`src/rtl/ncl_pkg.sv`:
```
// rtl/ncl_pkg.sv - shared state enum and dual-rail NULL/encode/decode helpers for the NCL phase sequencer
package ncl_pkg;

    localparam int MAX_WIDTH = 64;

    typedef logic [MAX_WIDTH-1:0]   sr_word_t;
    typedef logic [2*MAX_WIDTH-1:0] dr_word_t;

    typedef enum logic [2:0] {
        IDLE,
        NULL_HI,
        NULL_LO,
        DATA,
        CAPTURE,
        ERR
    } state_t;

    // Rails below 2*width take the NULL level; bits above it stay 0 and are cut off by callers.
    function automatic dr_word_t null_rails(input int width, input logic level);
        dr_word_t r;
        r = '0;
        for (int i = 0; i < 2*MAX_WIDTH; i++) begin
            r[i] = (i < 2*width) ? level : 1'b0;
        end
        return r;
    endfunction

    function automatic dr_word_t null_hi_rails(input int width);
        return null_rails(width, 1'b1);
    endfunction

    function automatic dr_word_t null_lo_rails(input int width);
        return null_rails(width, 1'b0);
    endfunction

    function automatic dr_word_t encode(input sr_word_t v);
        dr_word_t r;
        for (int i = 0; i < MAX_WIDTH; i++) begin
            r[2*i+1] = v[i];
            r[2*i]   = ~v[i];
        end
        return r;
    endfunction

    function automatic sr_word_t decode(input dr_word_t d);
        sr_word_t v;
        for (int i = 0; i < MAX_WIDTH; i++) begin
            v[i] = d[2*i+1];
        end
        return v;
    endfunction

endpackage

```
`src/rtl/ncl_completion.sv`:
```
// rtl/ncl_completion.sv - combinational hi-NULL, lo-NULL and DATA completion detectors on a dual-rail bus
import ncl_pkg::*;

module ncl_completion #(
    parameter int WIDTH = 24
) (
    input  logic [2*WIDTH-1:0] rails,
    output logic               hi_null,
    output logic               lo_null,
    output logic               data_rdy
);
    logic [WIDTH-1:0] pair_valid;

    always_comb begin
        pair_valid = '0;
        for (int i = 0; i < WIDTH; i++) begin
            pair_valid[i] = rails[2*i+1] ^ rails[2*i];
        end
    end

    assign hi_null  = &rails;
    assign lo_null  = ~|rails;
    assign data_rdy = &pair_valid;

endmodule

```
`src/rtl/ncl_phase_sequencer.sv`:
```
// rtl/ncl_phase_sequencer.sv - registered NULL_HI/NULL_LO/DATA phase FSM with start/done handshake
// Optional per-phase watchdog enabled by defining NCL_PHASE_TIMEOUT_EN.
import ncl_pkg::*;

module ncl_phase_sequencer #(
    parameter int WIDTH   = 24,
    parameter int TIMEOUT = 1023
) (
    input  logic               clk,
    input  logic               rst_n,
    input  logic               start,
    input  logic [WIDTH-1:0]   data_in,
    output logic [2*WIDTH-1:0] rails_out,
    input  logic [2*WIDTH-1:0] rails_in,
    output logic               busy,
    output logic               done,
    output logic [WIDTH-1:0]   result,
    output logic               error
);
    localparam logic [2*WIDTH-1:0] RAILS_HI = (2*WIDTH)'(null_hi_rails(WIDTH));
    localparam logic [2*WIDTH-1:0] RAILS_LO = (2*WIDTH)'(null_lo_rails(WIDTH));

    state_t             state;
    state_t             phase_next;
    logic [WIDTH-1:0]   operand;
    logic [2*WIDTH-1:0] data_rails;
    logic [2*WIDTH-1:0] phase_rails;
    logic               phase_flag;
    logic               hi_null;
    logic               lo_null;
    logic               data_rdy;
    // {hi_null, lo_null, data_rdy}; rails_in is asynchronous to clk
    logic [2:0]         sync_s1;
    logic [2:0]         sync_s2;

`ifdef NCL_PHASE_TIMEOUT_EN
    localparam int               CNT_W     = $clog2(TIMEOUT + 1);
    localparam logic [CNT_W-1:0] CNT_LIMIT = CNT_W'(TIMEOUT);
    logic [CNT_W-1:0] phase_cnt;
    logic             error_q;
    assign error = error_q;
`else
    // Without the watchdog ERR is unreachable; TIMEOUT is inert and error is constant 0.
    assign error = (TIMEOUT < 0);
`endif

    ncl_completion #(.WIDTH(WIDTH)) u_completion (
        .rails    (rails_in),
        .hi_null  (hi_null),
        .lo_null  (lo_null),
        .data_rdy (data_rdy)
    );

    assign data_rails = (2*WIDTH)'(encode(sr_word_t'(operand)));

    always_comb begin
        phase_flag  = 1'b0;
        phase_next  = IDLE;
        phase_rails = RAILS_HI;
        case (state)
            NULL_HI: begin
                phase_flag  = sync_s2[2];
                phase_next  = NULL_LO;
                phase_rails = RAILS_LO;
            end
            NULL_LO: begin
                phase_flag  = sync_s2[1];
                phase_next  = DATA;
                phase_rails = data_rails;
            end
            DATA: begin
                phase_flag  = sync_s2[0];
                phase_next  = CAPTURE;
                phase_rails = RAILS_HI;
            end
            default: ;
        endcase
    end

    always_ff @(posedge clk or negedge rst_n) begin
        if (!rst_n) begin
            state     <= IDLE;
            rails_out <= RAILS_HI;
            busy      <= 1'b0;
            done      <= 1'b0;
            result    <= '0;
            operand   <= '0;
            sync_s1   <= '0;
            sync_s2   <= '0;
`ifdef NCL_PHASE_TIMEOUT_EN
            phase_cnt <= '0;
            error_q   <= 1'b0;
`endif
        end else begin
            done    <= 1'b0;
            sync_s1 <= {hi_null, lo_null, data_rdy};
            sync_s2 <= sync_s1;
            case (state)
                IDLE, ERR: begin
                    rails_out <= RAILS_HI;
                    if (start) begin
                        operand <= data_in;
                        busy    <= 1'b1;
                        state   <= NULL_HI;
                        sync_s1 <= '0;
                        sync_s2 <= '0;
`ifdef NCL_PHASE_TIMEOUT_EN
                        phase_cnt <= '0;
                        error_q   <= 1'b0;
`endif
                    end
                end
                NULL_HI, NULL_LO, DATA: begin
                    // A flag that lands with the timeout still completes the phase.
                    if (phase_flag) begin
                        state     <= phase_next;
                        rails_out <= phase_rails;
                        sync_s1   <= '0;
                        sync_s2   <= '0;
`ifdef NCL_PHASE_TIMEOUT_EN
                        phase_cnt <= '0;
`endif
                        if (phase_next == CAPTURE) begin
                            result <= WIDTH'(decode(dr_word_t'(rails_in)));
                            done   <= 1'b1;
                            busy   <= 1'b0;
                        end
                    end
`ifdef NCL_PHASE_TIMEOUT_EN
                    else if (phase_cnt == CNT_LIMIT) begin
                        state     <= ERR;
                        rails_out <= RAILS_HI;
                        busy      <= 1'b0;
                        error_q   <= 1'b1;
                        sync_s1   <= '0;
                        sync_s2   <= '0;
                        phase_cnt <= '0;
                    end else begin
                        phase_cnt <= phase_cnt + CNT_W'(1);
                    end
`endif
                end
                CAPTURE: begin
                    state     <= IDLE;
                    rails_out <= RAILS_HI;
                    sync_s1   <= '0;
                    sync_s2   <= '0;
                end
                default: begin
                    state     <= IDLE;
                    rails_out <= RAILS_HI;
                end
            endcase
        end
    end

endmodule

```
`config.mk`:
```
export PLATFORM = sky130hd
export DESIGN_NAME = ncl_phase_sequencer
export DESIGN_NICKNAME = d
export VERILOG_FILES = /design/src/rtl/ncl_pkg.sv /design/src/rtl/ncl_completion.sv /design/src/rtl/ncl_phase_sequencer.sv
export SDC_FILE = /design/constraint.sdc
export NUM_CORES = 1
export LEC_CHECK = 0
export CELL_PAD_IN_SITES_DETAIL_PLACEMENT = 0
export CELL_PAD_IN_SITES_GLOBAL_PLACEMENT = 2
export CORE_UTILIZATION = 34
export CTS_CLUSTER_DIAMETER = 50
export DETAILED_ROUTE_END_ITERATION = 12
export PLACE_DENSITY = 0.92
export SLEW_MARGIN = 20
export SYNTH_ARGS = -nofsm -noshare
export SYNTH_HDL_FRONTEND = slang
export SYNTH_SLANG_ARGS = --single-unit
```
`constraint.sdc`:
```
create_clock -name clk -period 3.52 [get_ports clk]
set_input_delay 0.704 -clock clk [delete_from_list [all_inputs] [get_ports clk]]
set_output_delay 0.704 -clock clk [all_outputs]
set_load 0.02 [all_outputs]
```
==> impl_metrics.yaml <==
clock_tree:
  cts_made_buffers: 9
  cts.root.buffer_cell: "sky130_fd_sc_hd__clkbuf_16"
  worstSkewPairLatency_ps: 350
  cts-hold-fix-buffers: 0
  cts-htree-levels: 3
  cts_num_sinks: 107
  cts_resized: 0
  max-clock-path-buffers: 2
  cts_tree: "done"
  path_clk_slew_ps: 70
  cts_post_setup_buffers_inserted: 0
setup_path:
  r2r_setup_slack_ps: 1150
  cp.arrival_ps: 2650
  worstPathRequired_ps: 3790
  worstSetupStartpointType: "flip-flop"
  worst-setup-path-type: "flip-flop to flip-flop"
  worst_setup_path_end_kind: "flip-flop"
  crit_path_max_fanout: 48
  critical_path.reg2reg.startpoint: "state[0]"
  worst_setup_path_startpoint: "state[0]"
floorplan:
  start_util_pct: 35.26
  fp.dieArea_mm2: 0.01724
  floorplan.core_area_mm2: 0.01612
  dieHeight_um: 131.3
  ios: 150
  floorplan.die.width_um: 131.3
  number_of_rows_created_at_floorplan: 46
grt:
  globalRouteTotalUtil_pct: 16.48
  grt_antenna_before_repair: 0
  grt_start_max_net_pins: 59
  grt_remaining_overflow: 0
  grt_first_pass_wirelength_um: 22550
  first_global_vias: 4326
power_and_ir_drop:
  static-leakage-power_nw: 3.770
  power.density_mw_per_mm2: 384.3
  ir_worst_vdd_v: 0.0002220
  total_power_mw: 2.928
synthesis:
  post_synthesis_net_count: 620
  netlist_area_mm2: 0.005683
  yosys.area.top_type_share_pct: 25.98
  ys_warn_count: 0
  synth_common_cells: "sky130_fd_sc_hd__inv_1 (77), sky130_fd_sc_hd__mux2_2 (66), sky130_fd_sc_hd__dfrtp_1 (59)"
  synth.most_common_cell: "sky130_fd_sc_hd__inv_1"
  synth_sequential_area_ratio_pct: 48.17
  synth.ff_latch_count: 107
  cells_after_synthesis: 497
  yosys_most_used_dff: "sky130_fd_sc_hd__dfrtp_1"
  postSynth.asyncResetShare_pct: 100.0
  yosys.area.top_type: "sky130_fd_sc_hd__dfrtp_1"
  synth_enable_flop_cells: 0
  post_synth_num_cell_types: 40
  avgSynthCellArea_um2: 11.43
  post_synth_main_area_contributors: "sky130_fd_sc_hd__dfrtp_1 (26%), sky130_fd_sc_hd__dfstp_2 (22%), sky130_fd_sc_hd__mux2_2 (13%), sky130_fd_sc_hd__ha_1 (11%), sky130_fd_sc_hd__a211o_1 (7.4%)"
flow_run:
  cap_viol_max_count: 0
outcome:
  status: "finished, final reports clean"
layout:
  fillCellCount: 1460
  multi_input_comb_area_mm2: 0.002484
  fin_area_mm2: 0.007620
  insertedDiodeCount: 0
  area_growth_syn_to_layout_pct: 34.08
  final_core_util_pct: 47.28
  nets: 752
  drive_gt1_share_pct: 23.03
  final-seq-area_mm2: 0.002739
timing:
  setup_viol: 0
  skew_ps: 4.984
  rsz_0062_raised_after_global_routing: "false"
  setup-tns-final_ps: 0
  max_freq_mhz: 421.2
  worst-slew-pin-transition_ps: 788.1
  period_needed_ps: 2374
  whs_ps: 419.8
  finalMaxSlewViolations: 0
  finalHoldViolations: 0
  worst_slew_margin_rel_pct: 47.46
  final_min_period_over_clock_period_pct: 67.45
placement:
  port-buffer-count: 148
  globalplace.congestion: 0.8777
  placed_area_mm2: 0.007330
  dp_hpwl_um: 9538
routing:
  drtIter0Drc: 174
  antenna_left: 0
  drt-total-wl_um: 13530
  route.detailed.drc: 0
  avg_vias_per_cell: 4.867
  via_count: 4137
  number_of_search_and_repair_iterations_in_the_first_detailed_routing_pass: 6
  routed_wire_length_per_instance_um: 15.92
worst_hold_path:
  worst_hold_path_type: "primary input to async pin"
## stage by stage
step           instances  setup WS, ps
5_1_grt              850          1009
6_report             850          1146
3_3_place_gp         834          1032
2_1_floorplan        497          1630
3_5_place_dp         834          1012
4_1_cts              850          1121
## worst max-delay path, cell delays in order, from the launching register on
cell and delay [ps]:
sky130_fd_sc_hd__dfrtp_1 670, sky130_fd_sc_hd__mux2i_1 220, sky130_fd_sc_hd__a31oi_4 360, sky130_fd_sc_hd__buf_4 600
sky130_fd_sc_hd__mux2_2 420
## report_power, final
part           switching, mW  total [mW]  internal, mW
Sequential            0.0618        1.44          1.38
Clock                  0.443       0.982         0.539
Combinational          0.226       0.507         0.281
## flip-flops by register name (all words and copies together), names as in the netlist
name	flops
rails_out	48
operand	24
result	24
state	3
sync_s1	3
sync_s2	3
busy	1
done	1
## cells by family (layout without fill, tap and decap cells)
logic type               count (synthesis)  in the layout  share of synthesized area (%)
AO/OA/AOI/OAI                           88             88                          11.78
XOR/XNOR                                 1              1                         0.1541
adder cells (fa/ha/maj)                 48             48                          10.57
buffers and inverters                  112            249                          8.344
flip-flops                             107            107                          48.17
multiplexers                            74             74                          14.62
other                                    1              1                        0.06599
AND/OR/NAND/NOR                         66             66                          6.297
## cells in the final DEF (no fill, tap or decap), types with 7 or more instances in the layout
cell type / n
sky130_fd_sc_hd__dfstp_2: 48
sky130_fd_sc_hd__nand2_1: 29
sky130_fd_sc_hd__dfrtp_1: 58
sky130_fd_sc_hd__inv_1: 77
sky130_fd_sc_hd__clkdlybuf4s50_1: 147
sky130_fd_sc_hd__mux2_2: 66
sky130_fd_sc_hd__nand4_1: 18
sky130_fd_sc_hd__buf_4: 7
sky130_fd_sc_hd__clkbuf_16: 9
sky130_fd_sc_hd__a211o_1: 48
sky130_fd_sc_hd__o21ai_0: 25
sky130_fd_sc_hd__ha_1: 48
## path summary, 6_finish.rpt
kind | depth (start not counted) | to
setup / recovery | 4 | rails_out[32]
hold / removal | 1 | operand[4]
setup reg to reg | 4 | rails_out[32]
hold reg to reg | 2 | sync_s2[1]
max in group asynchronous | 2 | rails_out[39]
min in group clk | 2 | sync_s2[1]
## final cells by class
class,instances,area share (%)
timing repair buffer,155,20.26
tap,216,3.547
inverter,78,3.842
multi-input combinational,278,32.59
clock inverter,3,0.2627
clock buffer,13,3.547
sequential,107,35.94
## layer usage
metal | global-route usage, % | share of wire [%]
met4 | 6.072 | 1.7
met1 | 20.92 | 45
met5 | 0 | 0
met3 | 4.900 | 7.1
met2 | 26.42 | 46
Power figures use the tool's default switching activity.
